<file path="src/rtl/cpc_romsel_ctrl.sv">
// cpc_romsel_ctrl: CPC upper-ROM bank controller. Latches the ROM number written
// to I/O &DFxx (A13 low), drives one active-low chip select per local slot plus
// ROMDIS, and gates EEPROM writes behind a 55/AA/01 key sequence on the config port.
// Latency: slot latch and unlock state update one rising CLK edge after the first
// strobe cycle; chip selects, ROMDIS and rom_we_b are combinational from that state.
// Backpressure: none; each bus strobe acts once, however many cycles it is held.
// Ports: CLK/RESET (sync, active high); A, D, IOREQ_B, MREQ_B, WR_B, RD_B Z80 bus;
// SLOT_EN per-slot DIP enables; romcs_b, ROMDIS, rom_we_b, unlocked outputs.
// Optional macro SLOT_READBACK_EN adds d_out/d_oe readback of rom_sel and FSM state.
module cpc_romsel_ctrl #(
    parameter int         NUM_SLOTS   = 8,
    parameter int         SLOT_BASE   = 0,
    parameter logic [7:0] CFG_PORT_HI = 8'hFC
) (
    input  logic                 CLK,
    input  logic                 RESET,
    input  logic [15:0]          A,
    input  logic [7:0]           D,
    input  logic                 IOREQ_B,
    input  logic                 MREQ_B,
    input  logic                 WR_B,
    input  logic                 RD_B,
    input  logic [NUM_SLOTS-1:0] SLOT_EN,
    output logic [NUM_SLOTS-1:0] romcs_b,
    output logic                 ROMDIS,
    output logic                 rom_we_b,
`ifdef SLOT_READBACK_EN
    output logic [7:0]           d_out,
    output logic                 d_oe,
`endif
    output logic                 unlocked
);

    // The config port must decode with A13 high so it can never alias &DFxx.
    if (CFG_PORT_HI[5] != 1'b1) begin : g_bad_cfg_port
        $error("CFG_PORT_HI bit 5 must be 1");
    end
    if (NUM_SLOTS < 1 || NUM_SLOTS > 16) begin : g_bad_num_slots
        $error("NUM_SLOTS must be 1..16");
    end
    if (SLOT_BASE < 0 || SLOT_BASE + NUM_SLOTS - 1 > 255) begin : g_bad_slot_base
        $error("SLOT_BASE+NUM_SLOTS-1 must be <= 255");
    end

    typedef enum logic [1:0] {
        LOCKED   = 2'd0,
        KEY1     = 2'd1,
        KEY2     = 2'd2,
        UNLOCKED = 2'd3
    } state_t;

    state_t               state;
    logic [7:0]           rom_sel;
    logic                 sel_stb;
    logic                 cfg_stb;
    logic                 sel_q;
    logic                 cfg_q;
    logic                 sel_fire;
    logic                 cfg_fire;
    logic [NUM_SLOTS-1:0] hit_vec;
    logic                 hit;

    assign sel_stb  = ~IOREQ_B & ~WR_B & ~A[13];
    assign cfg_stb  = ~IOREQ_B & ~WR_B & (A[15:8] == CFG_PORT_HI);
    // Act only on the leading cycle of a strobe.
    assign sel_fire = sel_stb & ~sel_q;
    assign cfg_fire = cfg_stb & ~cfg_q;

    // Per-slot match in 9 bits so SLOT_BASE+i never wraps past 255; a selection
    // outside the window simply matches no slot.
    always_comb begin
        hit_vec = '0;
        for (int i = 0; i < NUM_SLOTS; i++) begin
            hit_vec[i] = SLOT_EN[i] & ({1'b0, rom_sel} == 9'(SLOT_BASE + i));
        end
    end

    assign hit      = |hit_vec;
    assign romcs_b  = ~hit_vec;
    assign ROMDIS   = hit;
    assign rom_we_b = ~(unlocked & hit & ~MREQ_B & ~WR_B & (A[15:14] == 2'b11));

    always_ff @(posedge CLK) begin
        if (RESET) begin
            sel_q    <= 1'b0;
            cfg_q    <= 1'b0;
            rom_sel  <= 8'h00;
            state    <= LOCKED;
            unlocked <= 1'b0;
        end else begin
            sel_q <= sel_stb;
            cfg_q <= cfg_stb;
            if (sel_fire) begin
                rom_sel <= D;
            end
            // cfg_fire and sel_fire cannot coincide (disjoint decodes), so the
            // key step takes precedence over the slot-write abort.
            if (cfg_fire) begin
                case (state)
                    LOCKED: begin
                        if (D == 8'h55) state <= KEY1;
                    end
                    KEY1: begin
                        state <= (D == 8'hAA) ? KEY2 : LOCKED;
                    end
                    KEY2: begin
                        if (D == 8'h01) begin
                            state    <= UNLOCKED;
                            unlocked <= 1'b1;
                        end else begin
                            state <= LOCKED;
                        end
                    end
                    UNLOCKED: begin
                        if (D == 8'h00) begin
                            state    <= LOCKED;
                            unlocked <= 1'b0;
                        end
                    end
                    default: begin
                        state    <= LOCKED;
                        unlocked <= 1'b0;
                    end
                endcase
            end else if (sel_fire && (state == KEY1 || state == KEY2)) begin
                // A slot write in the middle of the key sequence aborts it.
                state <= LOCKED;
            end
        end
    end

`ifdef SLOT_READBACK_EN
    assign d_oe  = ~IOREQ_B & ~RD_B & (A[15:8] == CFG_PORT_HI);
    assign d_out = A[0] ? {6'b0, state} : rom_sel;
    logic unused_bits;
    assign unused_bits = ^A[7:1];
`else
    logic unused_bits;
    assign unused_bits = ^{A[7:0], RD_B};
`endif

endmodule

</file>
<file path="config.mk">
export PLATFORM = sky130hd
export DESIGN_NAME = cpc_romsel_ctrl
export DESIGN_NICKNAME = d
export VERILOG_FILES = /design/src/rtl/cpc_romsel_ctrl.sv
export SDC_FILE = /design/constraint.sdc
export NUM_CORES = 1
export LEC_CHECK = 0
export ABC_AREA = 1
export BUFFER_PORTS_ARGS = -buffer_cell sky130_fd_sc_hd__buf_2
export CAP_MARGIN = 20
export CORE_MARGIN = 1
export CORE_UTILIZATION = 45
export DETAILED_ROUTE_END_ITERATION = 8
export GPL_TIMING_DRIVEN = 0
export MAX_ROUTING_LAYER = met4
export PLACE_DENSITY = 0.78
export SLEW_MARGIN = 25
export SYNTH_ARGS = -nofsm -noshare
export SYNTH_HDL_FRONTEND = slang
export SYNTH_SLANG_ARGS = --single-unit
</file>
<file path="constraint.sdc">
create_clock -name CLK -period 2.15 [get_ports CLK]
set_input_delay 0.3225 -clock CLK [delete_from_list [all_inputs] [get_ports CLK]]
set_output_delay 0.3225 -clock CLK [all_outputs]
set_load 0.02 [all_outputs]
</file>
==> impl_metrics.toml <==
[run_status]
run_status = "finished, final reports clean"

[synthesis]
yosysSeqAreaShare_pct = 27.2
synthCells = 152
syn_nets = 195
post_synth.cell_area_avg_um2 = 6.29
yosysUniqueCellTypes = 22
netlist_area_um2 = 956
ys_warn_count = 0
ys_ff_latch = 13

[cells_and_area]
seq_area_um2 = 260
synthToLayoutAreaGrowth_pct = 26.8
layout-drive-gt1-share_pct = 31.8
multi_input_area_um2 = 591
final_common_cell = "buf_2"
most-common-layout-cells = "39 x buf_2, 28 x nand2_1, 27 x nor2_1, 25 x inv_1, 13 x dfxtp_1"
nets = 239
antenna_cells = 0
fill_cells = 187

[clock_tree]
hold_buffers = 0
clock-sinks = 13
clock_latency_ns = 0.28
post-cts-setup-buffers = 0
cts_resized = 0
cts-root-buf = "clkbuf_4"
tritoncts = "yes"
cts_buffer_depth = 2
cts_buffers = 3
clk_pin_slew_ns = 0.09
htreeDepth = 1

[setup_path]
critPathCapture = "rom_we_b"
reg2reg_slack_ns = 0.73
worstPathMaxFanout = 5
r2r_cells = 9
arrival_ns = 1.56
startpoint = "rom_sel[6]"
end_kind = "output port"
r2r-end = "unlocked"
crit-reg2reg-launch = "state[0]"
worstPathRequired_ns = 1.83
crit_type = "reg -> out"
critPathLaunchType = "register"

[timing]
timing.final.crit_share_pct = 87.6
fin_worst_skew_ns = 0.00408
setup_violations = 0
slew_headroom_pct = 78.5
setup_tns_ns = 0
tightest_slew_ns = 0.320
drv_slew = 0
fin_crit_ns = 1.88
finalHoldViolCount = 0
rsz0062_at_grt = "no"
fmax_ghz = 0.531

[detailed_routing]
avgRoutedWirePerCell_um = 10.0
drc = 0
vias = 1063
wl_mm = 2.22
dr.pass1.iters = 4
ant_nets = 0
viasPerCell = 4.79
drt_iter0_drc = 7

[die]
die_x_um = 48.1
die_y_um = 48.1
rows = 16
core_area_um2 = 1980
die_area_um2 = 2310
io_pins = 49
start_util_pct = 48.2

[worst_hold_path]
hold_path_class = "in -> reg"
min-delay-start = "RESET"

[grt]
antenna_found_initial = 0
grt_max_degree = 11
track_usage_pct = 21.0
grt.overflow.total = 0
grt_pass1_vias = 864
grt_pass1_wl_mm = 3.26

[power_and_ir_drop]
p_total_uw = 529
p_leak_nw = 0.609
cellPowerDensity_nw_per_um2 = 436
clkPwrFrac_pct = 29.5
ir_drop_v = 0.000414
combinationalPowerShare_pct = 22.4
switching_share_pct = 31.1
power_frac_seq_pct = 48.1
p_int_uw = 364
switching_power_uw = 164

[placement]
place.port_buffers = 39
hpwl_mm = 1.83
gp_congestion = 0.922

[run]
maxCapViolations = 0
-- state kept, by name, summed over array words and instances (netlist names) --
signal	flops
state	2
unlocked	1
rom_sel	8
sel_q	1
cfg_q	1
-- worst max-delay path, stage by stage (launching register included) --
cell,delay [ns]
dfxtp_1,0.32
nor2_2,0.13
nand3_2,0.08
inv_2,0.09
nand2_2,0.06
or2_4,0.23
nand2_2,0.07
nor2_2,0.04
nand2_2,0.06
nand2_2,0.04
buf_2,0.16
-- layer usage --
metal | vias to the layer above | track usage (%) | share of wire, %
met5 | - | - | 0
met4 | 0 | 5.56 | 0.77
met3 | 2 | 4.81 | 4.0
met2 | 31 | 39.2 | 50
met1 | 464 | 21.8 | 45
li1 | 566 | - | -
-- final cells by class --
class                           instances  share of cell area, %
Clock buffer                            3                   1.86
Multi-Input combinational cell        112                   48.7
Buffer                                  1                  0.619
Tap cell                               27                   2.79
Timing Repair Buffer                   39                   16.1
Clock inverter                          1                  0.413
Sequential cell                        13                   21.5
Inverter                               26                   8.05
-- synthesized netlist by cell type --
library cell | number | share of area, %
nand2_1 | 28 | 11
nor2_1 | 27 | 11
inv_1 | 25 | 9.8
dfxtp_1 | 13 | 27
nand3_1 | 11 | 5.8
o21ai_0 | 8 | 4.2
a21oi_1 | 7 | 3.7
ha_1 | 5 | 6.5
nand2_2 | 5 | 3.3
nor2_2 | 5 | 3.3
nand3_2 | 3 | 3.1
nand3b_1 | 3 | 2.4
nor3_1 | 3 | 1.6
buf_4 | 1 | 0.79
inv_2 | 1 | 0.39
nand4_1 | 1 | 0.65
nor3_2 | 1 | 1.0
nor3_4 | 1 | 1.7
nor4_1 | 1 | 0.65
o21ai_1 | 1 | 0.52
o21ai_2 | 1 | 0.92
or2_4 | 1 | 0.92
-- power groups by stage --
stage / clock, mW / sequential (mW) / combinational, mW
floorplan: 0 / 0.258 / 0.0689
global placement: 0 / 0.259 / 0.114
detailed placement: 0 / 0.260 / 0.118
CTS: 0.161 / 0.254 / 0.119
global route: 0.175 / 0.256 / 0.134
finish: 0.156 / 0.254 / 0.118
-- worst min path at each step --
stage / end / slack (ns) / cells past startpoint
finish: state[0] / 0.24 / 2
global route: state[0] / 0.25 / 2
CTS: state[0] / 0.24 / 2
detailed placement: rom_sel[3] / 0.46 / 2
global placement: rom_sel[3] / 0.45 / 2
floorplan: state[0] / 0.39 / 1
-- cells by family after synthesis --
logic type,synth area share (%)
AO/OA/AOI/OAI,9.29
adder cells (fa/ha/maj),6.54
buffers and inverters,11.0
flip-flops,27.2
AND/OR/NAND/NOR,45.9
-- stage by stage --
stage	hold WS [ns]	std cells	utilization, %	instance area (µm²)	setup WS [ns]
floorplan	0.392	152	-	956	0.550
global placement	0.455	218	59.8	1180	0.602
detailed placement	0.464	218	59.8	1180	0.572
CTS	0.236	222	61.2	1210	0.258
global route	0.249	222	61.2	1210	0.117
finish	0.245	222	61.2	1210	0.268
Note: power is estimated with default switching activity, not from simulation.
